[src/rtl/decode_pkg.sv]
// Shared opcode, CTRL sub-op and ALU-op constants plus the control-flag bundle
// and the pure decode function used by decode_stage.
package decode_pkg;

  localparam int OPC_W = 6;
  localparam int REG_W = 5;
  localparam int ALU_W = 4;
  localparam int IMM_W = 11;

  localparam logic [OPC_W-1:0] OPC_SHR  = 6'd7;
  localparam logic [OPC_W-1:0] OPC_ADDI = 6'd8;
  localparam logic [OPC_W-1:0] OPC_LT   = 6'd9;
  localparam logic [OPC_W-1:0] OPC_GT   = 6'd10;
  localparam logic [OPC_W-1:0] OPC_CTRL = 6'd13;
  localparam logic [OPC_W-1:0] OPC_MUL  = 6'd14;

  // Loads and stores match on the low five bits; bit 5 selects byte access.
  localparam logic [4:0] OPC_LOAD_LO  = 5'b01011;
  localparam logic [4:0] OPC_STORE_LO = 5'b01100;

  localparam logic [REG_W-1:0] SUB_JMP  = 5'd0;
  localparam logic [REG_W-1:0] SUB_BEQ  = 5'd1;
  localparam logic [REG_W-1:0] SUB_BLT  = 5'd2;
  localparam logic [REG_W-1:0] SUB_BGT  = 5'd3;
  localparam logic [REG_W-1:0] SUB_JALX = 5'd4;

  localparam logic [ALU_W-1:0] ALU_BEQ = 4'd8;
  localparam logic [ALU_W-1:0] ALU_LT  = 4'd9;
  localparam logic [ALU_W-1:0] ALU_GT  = 4'd10;
  localparam logic [ALU_W-1:0] ALU_MUL = 4'd11;

  typedef struct packed {
    logic [ALU_W-1:0] alu_op;
    logic             we;
    logic             ld;
    logic             str;
    logic             byt;
    logic             brn;
    logic             addi;
    logic             mul;
    logic             jmp;
    logic             link_we;
    logic             illegal;
  } ctrl_t;

  function automatic ctrl_t decode_ctrl(input logic [OPC_W-1:0] opc,
                                        input logic [REG_W-1:0] sub);
    ctrl_t c;
    c = '0;
    if (opc <= OPC_SHR) begin
      c.alu_op = opc[ALU_W-1:0];
      c.we     = 1'b1;
    end else begin
      case (opc)
        OPC_ADDI: begin c.we = 1'b1; c.addi = 1'b1; end
        OPC_LT:   begin c.we = 1'b1; c.alu_op = ALU_LT; end
        OPC_GT:   begin c.we = 1'b1; c.alu_op = ALU_GT; end
        OPC_MUL:  begin c.we = 1'b1; c.mul = 1'b1; c.alu_op = ALU_MUL; end
        OPC_CTRL: begin
          c.brn = 1'b1;
          case (sub)
            SUB_JMP:  c.jmp     = 1'b1;
            SUB_BEQ:  c.alu_op  = ALU_BEQ;
            SUB_BLT:  c.alu_op  = ALU_LT;
            SUB_BGT:  c.alu_op  = ALU_GT;
            SUB_JALX: c.link_we = 1'b1;
            default:  begin c.brn = 1'b0; c.illegal = 1'b1; end
          endcase
        end
        default: begin
          if (opc[4:0] == OPC_LOAD_LO) begin
            c.ld  = 1'b1;
            c.we  = 1'b1;
            c.byt = opc[5];
          end else if (opc[4:0] == OPC_STORE_LO) begin
            c.str = 1'b1;
            c.byt = opc[5];
          end else begin
            c.illegal = 1'b1;
          end
        end
      endcase
    end
    return c;
  endfunction

endpackage

[src/rtl/decode_fifo.sv]
// DEPTH-entry instruction queue holding {pc, inst}; head is read combinationally.
// Synchronous flush empties it; pointers wrap naturally because DEPTH is a power of two.
module decode_fifo #(
  parameter int XLEN  = 32,
  parameter int DEPTH = 2
) (
  input  logic            clk,
  input  logic            rst_n,
  input  logic            i_flush,
  input  logic            i_push,
  input  logic            i_pop,
  input  logic [XLEN-1:0] i_pc,
  input  logic [XLEN-1:0] i_inst,
  output logic [XLEN-1:0] o_pc,
  output logic [XLEN-1:0] o_inst,
  output logic            o_full,
  output logic            o_empty
);

  localparam int PTR_W = $clog2(DEPTH);

  logic [XLEN-1:0]  r_pc_mem   [DEPTH];
  logic [XLEN-1:0]  r_inst_mem [DEPTH];
  logic [PTR_W-1:0] r_wr_ptr;
  logic [PTR_W-1:0] r_rd_ptr;
  logic [PTR_W:0]   r_count;

  // NOTE: storage has no reset; occupancy alone decides which entries are meaningful.
  always_ff @(posedge clk) begin
    if (i_push) begin
      r_pc_mem[r_wr_ptr]   <= i_pc;
      r_inst_mem[r_wr_ptr] <= i_inst;
    end
  end

  // NOTE: sequential state uses non-blocking assignments so every register samples pre-edge values.
  always_ff @(posedge clk or negedge rst_n) begin
    if (!rst_n) begin
      r_wr_ptr <= '0;
      r_rd_ptr <= '0;
      r_count  <= '0;
    end else if (i_flush) begin
      r_wr_ptr <= '0;
      r_rd_ptr <= '0;
      r_count  <= '0;
    end else begin
      if (i_push) r_wr_ptr <= r_wr_ptr + 1'b1;
      if (i_pop)  r_rd_ptr <= r_rd_ptr + 1'b1;
      case ({i_push, i_pop})
        2'b10:   r_count <= r_count + 1'b1;
        2'b01:   r_count <= r_count - 1'b1;
        default: r_count <= r_count;
      endcase
    end
  end

  assign o_pc    = r_pc_mem[r_rd_ptr];
  assign o_inst  = r_inst_mem[r_rd_ptr];
  assign o_full  = (r_count == (PTR_W+1)'(DEPTH));
  assign o_empty = (r_count == '0);

endmodule

[src/rtl/decode_stage.sv]
// Decode stage: queues fetched instructions, decodes the head and registers the
// control bundle behind a valid/ready handshake, with load-use bubble and flush.
module decode_stage
  import decode_pkg::*;
#(
  parameter int XLEN  = 32,
  parameter int DEPTH = 2
) (
  input  logic             clk,
  input  logic             rst_n,
  input  logic             flush,
  input  logic             f_valid,
  output logic             f_ready,
  input  logic [XLEN-1:0]  f_inst,
  input  logic [XLEN-1:0]  f_pc,
  output logic             e_valid,
  input  logic             e_ready,
  output logic [XLEN-1:0]  e_pc,
  output logic [REG_W-1:0] e_ra,
  output logic [REG_W-1:0] e_rb,
  output logic [REG_W-1:0] e_rd,
  output logic [XLEN-1:0]  e_imm,
  output logic [ALU_W-1:0] e_alu_op,
  output logic             e_we,
  output logic             e_ld,
  output logic             e_str,
  output logic             e_byt,
  output logic             e_brn,
  output logic             e_addi,
  output logic             e_mul,
  output logic             e_jmp,
  output logic             e_link_we,
  output logic             e_illegal
);

  logic             w_full;
  logic             w_empty;
  logic             w_push;
  logic             w_pop;
  logic             w_adv;
  logic             w_hazard;
  logic [XLEN-1:0]  w_head_pc;
  logic [XLEN-1:0]  w_head_inst;
  logic [REG_W-1:0] w_head_ra;
  logic [REG_W-1:0] w_head_rb;
  logic [REG_W-1:0] w_head_rd;
  logic [XLEN-1:0]  w_head_imm;
  ctrl_t            w_ctrl;

  logic             r_valid;
  logic [XLEN-1:0]  r_pc;
  logic [REG_W-1:0] r_ra;
  logic [REG_W-1:0] r_rb;
  logic [REG_W-1:0] r_rd;
  logic [XLEN-1:0]  r_imm;
  ctrl_t            r_ctrl;

  decode_fifo #(
    .XLEN  (XLEN),
    .DEPTH (DEPTH)
  ) u_fifo (
    .clk     (clk),
    .rst_n   (rst_n),
    .i_flush (flush),
    .i_push  (w_push),
    .i_pop   (w_pop),
    .i_pc    (f_pc),
    .i_inst  (f_inst),
    .o_pc    (w_head_pc),
    .o_inst  (w_head_inst),
    .o_full  (w_full),
    .o_empty (w_empty)
  );

  assign w_head_ra  = w_head_inst[25:21];
  assign w_head_rb  = w_head_inst[20:16];
  assign w_head_rd  = w_head_inst[15:11];
  assign w_head_imm = {{(XLEN-IMM_W){w_head_inst[IMM_W-1]}}, w_head_inst[IMM_W-1:0]};
  assign w_ctrl     = decode_ctrl(w_head_inst[31:26], w_head_rd);

  // A load still sitting in the output register cannot feed the head this cycle.
  assign w_hazard = r_valid && r_ctrl.ld && (r_rd != '0) &&
                    ((w_head_ra == r_rd) || (w_head_rb == r_rd));

  assign f_ready = !w_full;
  assign w_push  = f_valid && !w_full && !flush;
  assign w_adv   = !r_valid || e_ready;
  assign w_pop   = w_adv && !w_empty && !w_hazard && !flush;

  // Bubbles only drop valid; the payload is left as-is since nothing reads it then.
  always_ff @(posedge clk or negedge rst_n) begin
    if (!rst_n) begin
      r_valid <= 1'b0;
      r_pc    <= '0;
      r_ra    <= '0;
      r_rb    <= '0;
      r_rd    <= '0;
      r_imm   <= '0;
      r_ctrl  <= '0;
    end else if (flush) begin
      r_valid <= 1'b0;
    end else if (w_adv) begin
      r_valid <= w_pop;
      if (w_pop) begin
        r_pc   <= w_head_pc;
        r_ra   <= w_head_ra;
        r_rb   <= w_head_rb;
        r_rd   <= w_head_rd;
        r_imm  <= w_head_imm;
        r_ctrl <= w_ctrl;
      end
    end
  end

  assign e_valid   = r_valid;
  assign e_pc      = r_pc;
  assign e_ra      = r_ra;
  assign e_rb      = r_rb;
  assign e_rd      = r_rd;
  assign e_imm     = r_imm;
  assign e_alu_op  = r_ctrl.alu_op;
  assign e_we      = r_ctrl.we;
  assign e_ld      = r_ctrl.ld;
  assign e_str     = r_ctrl.str;
  assign e_byt     = r_ctrl.byt;
  assign e_brn     = r_ctrl.brn;
  assign e_addi    = r_ctrl.addi;
  assign e_mul     = r_ctrl.mul;
  assign e_jmp     = r_ctrl.jmp;
  assign e_link_we = r_ctrl.link_we;
  assign e_illegal = r_ctrl.illegal;

endmodule

[config.mk]
export PLATFORM = sky130hd
export DESIGN_NAME = decode_stage
export DESIGN_NICKNAME = d
export VERILOG_FILES = /design/src/rtl/decode_pkg.sv /design/src/rtl/decode_fifo.sv /design/src/rtl/decode_stage.sv
export SDC_FILE = /design/constraint.sdc
export NUM_CORES = 1
export LEC_CHECK = 0
export CAP_MARGIN = 15
export CELL_PAD_IN_SITES_DETAIL_PLACEMENT = 1
export CELL_PAD_IN_SITES_GLOBAL_PLACEMENT = 1
export CORE_ASPECT_RATIO = 1.5
export CORE_MARGIN = 2
export CORE_UTILIZATION = 39
export CTS_CLUSTER_SIZE = 28
export DETAILED_ROUTE_END_ITERATION = 7
export PLACE_DENSITY_LB_ADDON = 0.1
export SKIP_CTS_REPAIR_TIMING = 1
export SLEW_MARGIN = 20
export SYNTH_ARGS = -nofsm -noshare
export SYNTH_HDL_FRONTEND = slang
export SYNTH_HIERARCHICAL = 1
export SYNTH_SLANG_ARGS = --single-unit
[constraint.sdc]
create_clock -name clk -period 4.3 [get_ports clk]
set_input_delay 0.86 -clock clk [delete_from_list [all_inputs] [get_ports clk]]
set_output_delay 0.86 -clock clk [all_outputs]
set_load 0.005 [all_outputs]
# After elaboration in Yosys (flattened, before gate mapping)
# Memories as Yosys holds them, arrays and structs flattened. A register that Yosys moved wholly into a read port is not among the register bits.
# Cells that the tools add are included.
# word_totals
register_bits	45
ram_bits	128
word_cells	101
mem_count	2
# mem_list
name	depth	word_bits	read_ports	rd_clocked_by_memory_dff	wr	line	text
u_fifo.r_inst_mem	2	32	1	0	1	decode_fifo.sv:23	logic [XLEN-1:0] r_inst_mem [DEPTH];
u_fifo.r_pc_mem	2	32	1	1	1	decode_fifo.sv:22	logic [XLEN-1:0] r_pc_mem [DEPTH];
# op_classes
addsub	4
order_cmp	1
n_eq_ne	16
n_mux	31
bitwise_logic	1
n_reduce_logical	27
# ops
operator	count
$eq 6x4->1 const B	5
$mux 1	19
$pmux 4 s4	1
$pmux 4 s3	1
$eq 5x2->1 const B	2
$eq 5x4->1 const B	2
$eq 5x5->1	2
$reduce_or 5->1	2
$mux 9	1
$logic_and 1x1->1	8
$mux 2	4
$le 6x3->1 const B	1
$logic_not 1->1	6
$reduce_bool 2->1	3
$eq 5x1->1 const B	1
$eq 5x3->1 const B	1
$logic_not 5->1	1
$mux 5	1
$reduce_bool 5->1	1
$eq 2x2->1 const B	2
$pmux 1 s2	2
$pmux 2 s2	1
$reduce_or 4->1	1
$mux 3	1
other kinds (9)	11

# Longest topological paths before layout
# Gate-level depths: netlist (run 1).
# An unclocked memory read counts as a cell.
# depth
word_depth	10
mapped_depth	11
depth_no_buf	8

# By module
# Netlist (run 1), hierarchy kept.
# by_module_without_submodules
mod	instances	cells_per_inst	area_per_inst_um2
decode_fifo	1	219	5032.3
decode_stage	1	246	3278.1

# Worst setup path after synthesis (run 1)
# No wires, ideal clock.
# synth_path
kind	input to register
from	input flush
to	memory u_fifo.r_inst_mem[0][0], enable pin
t_arrival_ns	4.261
slack_ns	-0.455
path_stages	2
n_path_buf	0
path_cell_list	nor3b_1 > nor2b_1
# synth_between
elab_chain_cells	4
# synth_lines
element	line	text
start, declared	decode_stage.sv:11	input logic flush,
$logic_not 1->1	decode_stage.sv:86	assign w_push = f_valid && !w_full && !flush;
$logic_and 1x1->1	decode_stage.sv:86	
$mux 1	decode_fifo.sv:30	if (i_push) begin
$mux 1 (implied by the code)	decode_fifo.sv:32	r_inst_mem[r_wr_ptr] <= i_inst;
end, declared	decode_fifo.sv:23	
# No other way between the ends.

# Worst setup path after layout (run 1)
# layout_path
from	register u_fifo.r_rd_ptr
to	register r_pc[2] (netlist: e_pc[2]), read port of u_fifo.r_pc_mem
# layout_between
elab_chain_cells	8
word_cells_on_any_way	9
# layout_lines
element	line	text
start, declared	decode_fifo.sv:25	logic [PTR_W-1:0] r_rd_ptr;
start signal, assigned	decode_fifo.sv:48	if (i_pop) r_rd_ptr <= r_rd_ptr + 1'b1;
$mem_v2 2x32	n/a	
via w_head_inst[16]	decode_stage.sv:43	logic [XLEN-1:0] w_head_inst;
$eq 5x5->1	decode_stage.sv:83	((w_head_ra == r_rd) || (w_head_rb == r_rd));
$logic_or 1x1->1	decode_stage.sv:83	
$logic_and 1x1->1	decode_stage.sv:82	assign w_hazard = r_valid && r_ctrl.ld && (r_rd != '0) &&
$logic_not 1->1	decode_stage.sv:88	assign w_pop = w_adv && !w_empty && !w_hazard && !flush;
$logic_and 1x1->1 (2 in a row)	decode_stage.sv:88	
$reduce_and 3->1 (no line)	n/a	
end, declared	decode_stage.sv:51	logic [XLEN-1:0] r_pc;
# The timed path passes the listed nets, and every way through them passes these cells.
# A chain may end at the register's enable or synchronous reset.

==> results of run 1 <==
## cell families after synthesis
| logic type | share of synthesized area, % |
|---|---|
| multiplexers | 20.4 |
| buffers and inverters | 3.85 |
| AO/OA/AOI/OAI | 1.96 |
| AND/OR/NAND/NOR | 2.88 |
| XOR/XNOR | 1.48 |
| flip-flops | 69.4 |
## state kept, by name, indices dropped and copies added (netlist names)
signal and flops:
e_illegal 1, e_pc 32, e_imm 11, e_alu_op 4, e_rb 5, u_fifo/r_inst_mem 64, e_jmp 1, u_fifo/r_pc_mem 64
e_byt 1, u_fifo/r_wr_ptr 1, e_link_we 1, u_fifo/r_count 2, e_rd 5, e_we 1, e_valid 1, e_brn 1
e_ra 5, e_addi 1, e_mul 1, e_ld 1, e_str 1, u_fifo/r_rd_ptr 1
## report_power, final
| part | internal, W | total, W | leakage [nW] | switching (W) |
|---|---|---|---|---|
| Combinational | 0.00150 | 0.00228 | 1.54 | 0.000779 |
| Sequential | 0.00254 | 0.00288 | 2.11 | 0.000348 |
| Clock | 0.00104 | 0.00175 | 0.321 | 0.000718 |
## metrics by stage
stage               utilization, %  hold slack [ns]  total power (W)  area [µm²]  std cells
floorplan                        -            0.483          0.00417        8310        465
global placement              48.0            0.471          0.00520       10100        863
detailed placement            48.1            0.480          0.00526       10100        864
CTS                           51.3            0.318          0.00704       10800        900
global route                  51.3            0.328          0.00731       10800        900
finish                        51.3            0.313          0.00692       10800        900
## critical path, cell delays in order (launching register included)
cell	delay [ns]
dfrtp_4	0.83
mux2_2	0.44
xnor2_1	0.13
nand3_1	0.08
o22ai_1	0.18
a21oi_4	0.64
buf_4	0.40
mux2_2	0.38
## routing by layer
| metal | wire (µm) | vias up | GRT usage, % |
|---|---|---|---|
| met5 | 0 | - | 0 |
| met4 | 514 | 0 | 5.36 |
| met3 | 886 | 33 | 3.05 |
| met2 | 9140 | 132 | 28.3 |
| met1 | 6940 | 2227 | 18.9 |
| li1 | - | 2013 | - |
## cell usage in the layout (no fill, tap or decap), types with 2 or more instances in the layout
master           Yosys  final
o2bb2ai_1            2      2
o22ai_1              2      2
nor3_1               3      3
mux2_1               4      4
a21oi_1              5      5
mux2_2              79     79
clkdlybuf4s50_1      0    162
o21ai_0              3      3
bufinv_16            0      2
a32o_1               2      2
buf_12               0      3
clkinv_2             0      5
mux2_4              50     50
nand2_1              8      8
xnor2_1             13     13
edfxtp_1           128    128
inv_1                6      6
buf_4               28      4
clkbuf_1             4      6
nor2b_1              3      2
dfrtp_1             77     76
nor3b_1              2      2
nor2_1              13     13
nand3_1              3      3
nor4b_1              2      2
a211oi_1             2      2
clkbuf_16            0     21
nand4_1              2      2
## area by class of cell
type                    instances  area [µm²]  share of cell area (%)
repair buffers                170        1740                    16.2
clock inverters                 8        92.6                   0.861
flip-flops and latches        205        5770                    53.7
clock buffers                  28         562                    5.22
inverters                       6        22.5                   0.209
well taps                     268         335                    3.12
multi-input cells             215        2230                    20.7
## worst paths after layout
check | start | end | cells after the start
min reg2reg | e_alu_op[0] | e_alu_op[0] | 1
max reg2reg | u_fifo/r_rd_ptr | e_pc[2] | 7
min | rst_n | e_imm[7] | 1
max in group asynchronous | rst_n | e_alu_op[2] | 2
min in group clk | e_alu_op[0] | e_alu_op[0] | 1
max | u_fifo/r_rd_ptr | e_pc[2] | 7
==> results.cfg, run 1 <==
[setup_path]
cp.arrival_ns = 3.62
critPathRequiredTime_ns = 4.67
critPathKind = reg2reg
cp_max_fo = 36
worstSetupEndpointType = flop
rrSetupSlack_ns = 1.04
cp-start-kind = flop

[cells_and_area]
antenna_cells = 0
fillers = 1993
fin_nets = 687
synthToLayoutAreaGrowth_pct = 29.4
drive_gt1_share_pct = 27.4

[grt]
grt_overflow = 0
grt_usage_pct = 15.9
grt_max_degree = 56
grt_pass1_wl_mm = 27.3
grt_pass1_vias = 4911
antenna_found_initial = 0

[pwr]
power_density_nw_per_um2 = 643
vdd.ir_drop.worst_v = 0.000387
p_leak_nw = 3.97

[floorplanning]
coreArea_um2 = 21000
row_count = 65
start_util_pct = 39.6
die_area_um2 = 22500
ios = 164
die_w_um = 123
fp.dieH_um = 183

[clocking]
insertion_delay_ns = 0.49
cts_tree = done
clockRootBuffer = clkbuf_16
cts_made_buffers = 20
clock_path_buffers = 3
clk_pin_slew_ns = 0.06
htreeDepth = 1
cts_sinks = 205

[sta]
worstMarginPinSlew_ns = 0.724
fin_ws_ns = 1.04
fin_crit_sh_pct = 75.8
final_hold_viol_count = 0
setup_viol = 0
slew_violations = 0
min_period_ns = 3.26
fin_tns_setup_ns = 0
slew_headroom_pct = 51.6
grt_setup_unrepaired = no
fmax_mhz = 307
finClkSkew_ns = 0.0131

[status]
status = finished, final reports clean

[synthesis]
synth_area_per_cell_um2 = 17.9
yosysTopAreaCell = edfxtp_1
synth_top_cell_area_share_pct = 46.3
yosysMostFrequentCell = edfxtp_1
async_flop_share_pct = 37.6
synthesis.nets = 534
ys_ff_latch = 205
synth_edf_count = 128
synth_area_leaders = edfxtp_1 (46%), dfrtp_1 (23%), mux2_2 (11%)
synth_common_cells = edfxtp_1 (128), mux2_2 (79), dfrtp_1 (77)
netlist_area_um2 = 8310
yosysWarnings = 6
synth.distinct_cells = 42
ys_seq_area_share_pct = 69.4
postSynthCellCount = 465
synth_flop_cell = edfxtp_1

[routing]
drt_iter0_markers = 146
drt.antenna.violating_nets = 0
num_vias = 4405
drc = 0
vias_per_cell = 4.89
wl_per_cell_um = 19.4
wl_mm = 17.5
drtPass1Iterations = 4

[job]
drv_cap = 0

[placed_design]
hpwl_mm = 11.6
portBuffers = 163
gp_congestion = 0.752
preCtsSetupSlack_ns = 0.935

[worst_hold_path]
hp-class = in2async
No activity file was read; power rests on OpenSTA's default activity.
==> inputs of run 2 (changes only) <==
==> constraint.sdc (replaced) <==
create_clock -name clk -period 2.7 [get_ports clk]
set_input_delay 0.54 -clock clk [delete_from_list [all_inputs] [get_ports clk]]
set_output_delay 0.54 -clock clk [all_outputs]
set_load 0.005 [all_outputs]
==> results.cfg, run 2 (synthesized netlist as in run 1, its figures left out) <==
[routing]
wl_mm = 17.9
drt_iter0_markers = 257
vias_per_cell = 4.84
drtPass1Iterations = 4
drc = 0
drt.antenna.violating_nets = 0
wl_per_cell_um = 19.6
num_vias = 4423

[worst_hold_path]
hp-class = in2async

[clocking]
clk_pin_slew_ns = 0.06
insertion_delay_ns = 0.49
cts_sinks = 205
clockRootBuffer = clkbuf_16
cts_tree = done
cts_made_buffers = 21
clock_path_buffers = 3
htreeDepth = 1

[setup_path]
timing.rr.end = e_pc[29]
worstSetupEndpointType = flop
crit_start = u_fifo/r_rd_ptr
cp_max_fo = 28
r2r-start = u_fifo/r_rd_ptr
cp.arrival_ns = 2.85
ff2ff_path_depth = 8
cp-start-kind = flop
critPathKind = reg2reg
critPathRequiredTime_ns = 3.07
rrSetupSlack_ns = 0.22

[status]
status = finished, final reports clean

[pwr]
power_density_nw_per_um2 = 1020
p_leak_nw = 4.02
vdd.ir_drop.worst_v = 0.000643

[sta]
setup_viol = 0
fmax_mhz = 403
fin_tns_setup_ns = 0
min_period_ns = 2.48
finClkSkew_ns = 0.0169
worstMarginPinSlew_ns = 0.591
fin_ws_ns = 0.219
final_hold_viol_count = 0
grt_setup_unrepaired = no
slew_violations = 0
whs_ns = 0.0525
slew_headroom_pct = 60.6
fin_crit_sh_pct = 91.9

[cells_and_area]
drive_gt1_share_pct = 28.0
fillers = 2007
mostFrequentLayoutCells = clkdlybuf4s50_1 (162), edfxtp_1 (128), mux2_2 (79), dfrtp_1 (76), mux2_4 (50)
final_common_cell = clkdlybuf4s50_1
fin_nets = 701
regArea_um2 = 5770
multi_input_area_um2 = 2230
synthToLayoutAreaGrowth_pct = 30.2
antenna_cells = 0

[placed_design]
hpwl_mm = 12.3
gp_congestion = 0.762
preCtsSetupSlack_ns = 0.149
portBuffers = 163

[floorplanning]
die_area_um2 = 22500
ios = 164
start_util_pct = 39.6
die_w_um = 123
row_count = 65
coreArea_um2 = 21000
fp.dieH_um = 183

[grt]
grt_pass1_vias = 5008
antenna_found_initial = 0
grt_overflow = 0
grt_usage_pct = 16.5
grt_pass1_wl_mm = 28.3
grt_max_degree = 47

[job]
drv_cap = 0
## run 2: changes by cell type in the layout (fill, tap and decap cells not counted), moves of 3 or more
cell      change
clkbuf_1      +3
buf_4        +13
clkinv_1      +3
clkinv_2      -4
## run 2: final cells by class
class | count | share of cell area (%)
inverters | 6 | 0.208
well taps | 268 | 3.10
clock inverters | 6 | 0.509
multi-input cells | 215 | 20.6
flip-flops and latches | 205 | 53.4
repair buffers | 183 | 16.9
clock buffers | 31 | 5.30
## run 2: worst max path at each step
stage | end | slack (ns) | cells past startpoint
final | e_pc[29] | 0.22 | 8
after global placement | e_pc[30] | 0.19 | 7
after global routing | u_fifo/r_count[1] | 0.03 | 9
after floorplan | u_fifo/r_inst_mem[0][0] | 0.15 | 2
after detailed placement | u_fifo/r_count[1] | 0.15 | 8
after CTS | u_fifo/r_count[1] | 0.18 | 9
## run 2: critical path: stages, from the launching register on
cell	delay [ns]
dfrtp_4	0.58
mux2_2	0.39
xnor2_1	0.14
nand3_1	0.10
o22ai_1	0.36
a21oi_4	0.11
buf_12	0.20
buf_12	0.17
mux2_1	0.30
## run 2: where the power goes
group / internal (W) / switching (W)
clock: 0.00156 / 0.00112
combinational: 0.00246 / 0.00132
sequential: 0.00404 / 0.000529
total: 0.00806 / 0.00297
## run 2: layer usage
layer	wire length, µm	global-route usage, %	share of wire (%)	vias up
li1	-	-	-	2046
met1	6940	19.8	39	2215
met2	9530	29.2	53	135
met3	1070	3.58	6.0	27
met4	375	4.86	2.1	0
met5	0	0	0	-
## run 2: per-stage QoR
stage	instances	utilization (%)	total power [W]	area, µm²
floorplan	465	-	0.00664	8320
global placement	877	48.6	0.00837	10200
detailed placement	877	48.6	0.00848	10200
CTS	914	51.6	0.0112	10800
global route	914	51.6	0.0117	10800
finish	914	51.6	0.0110	10800
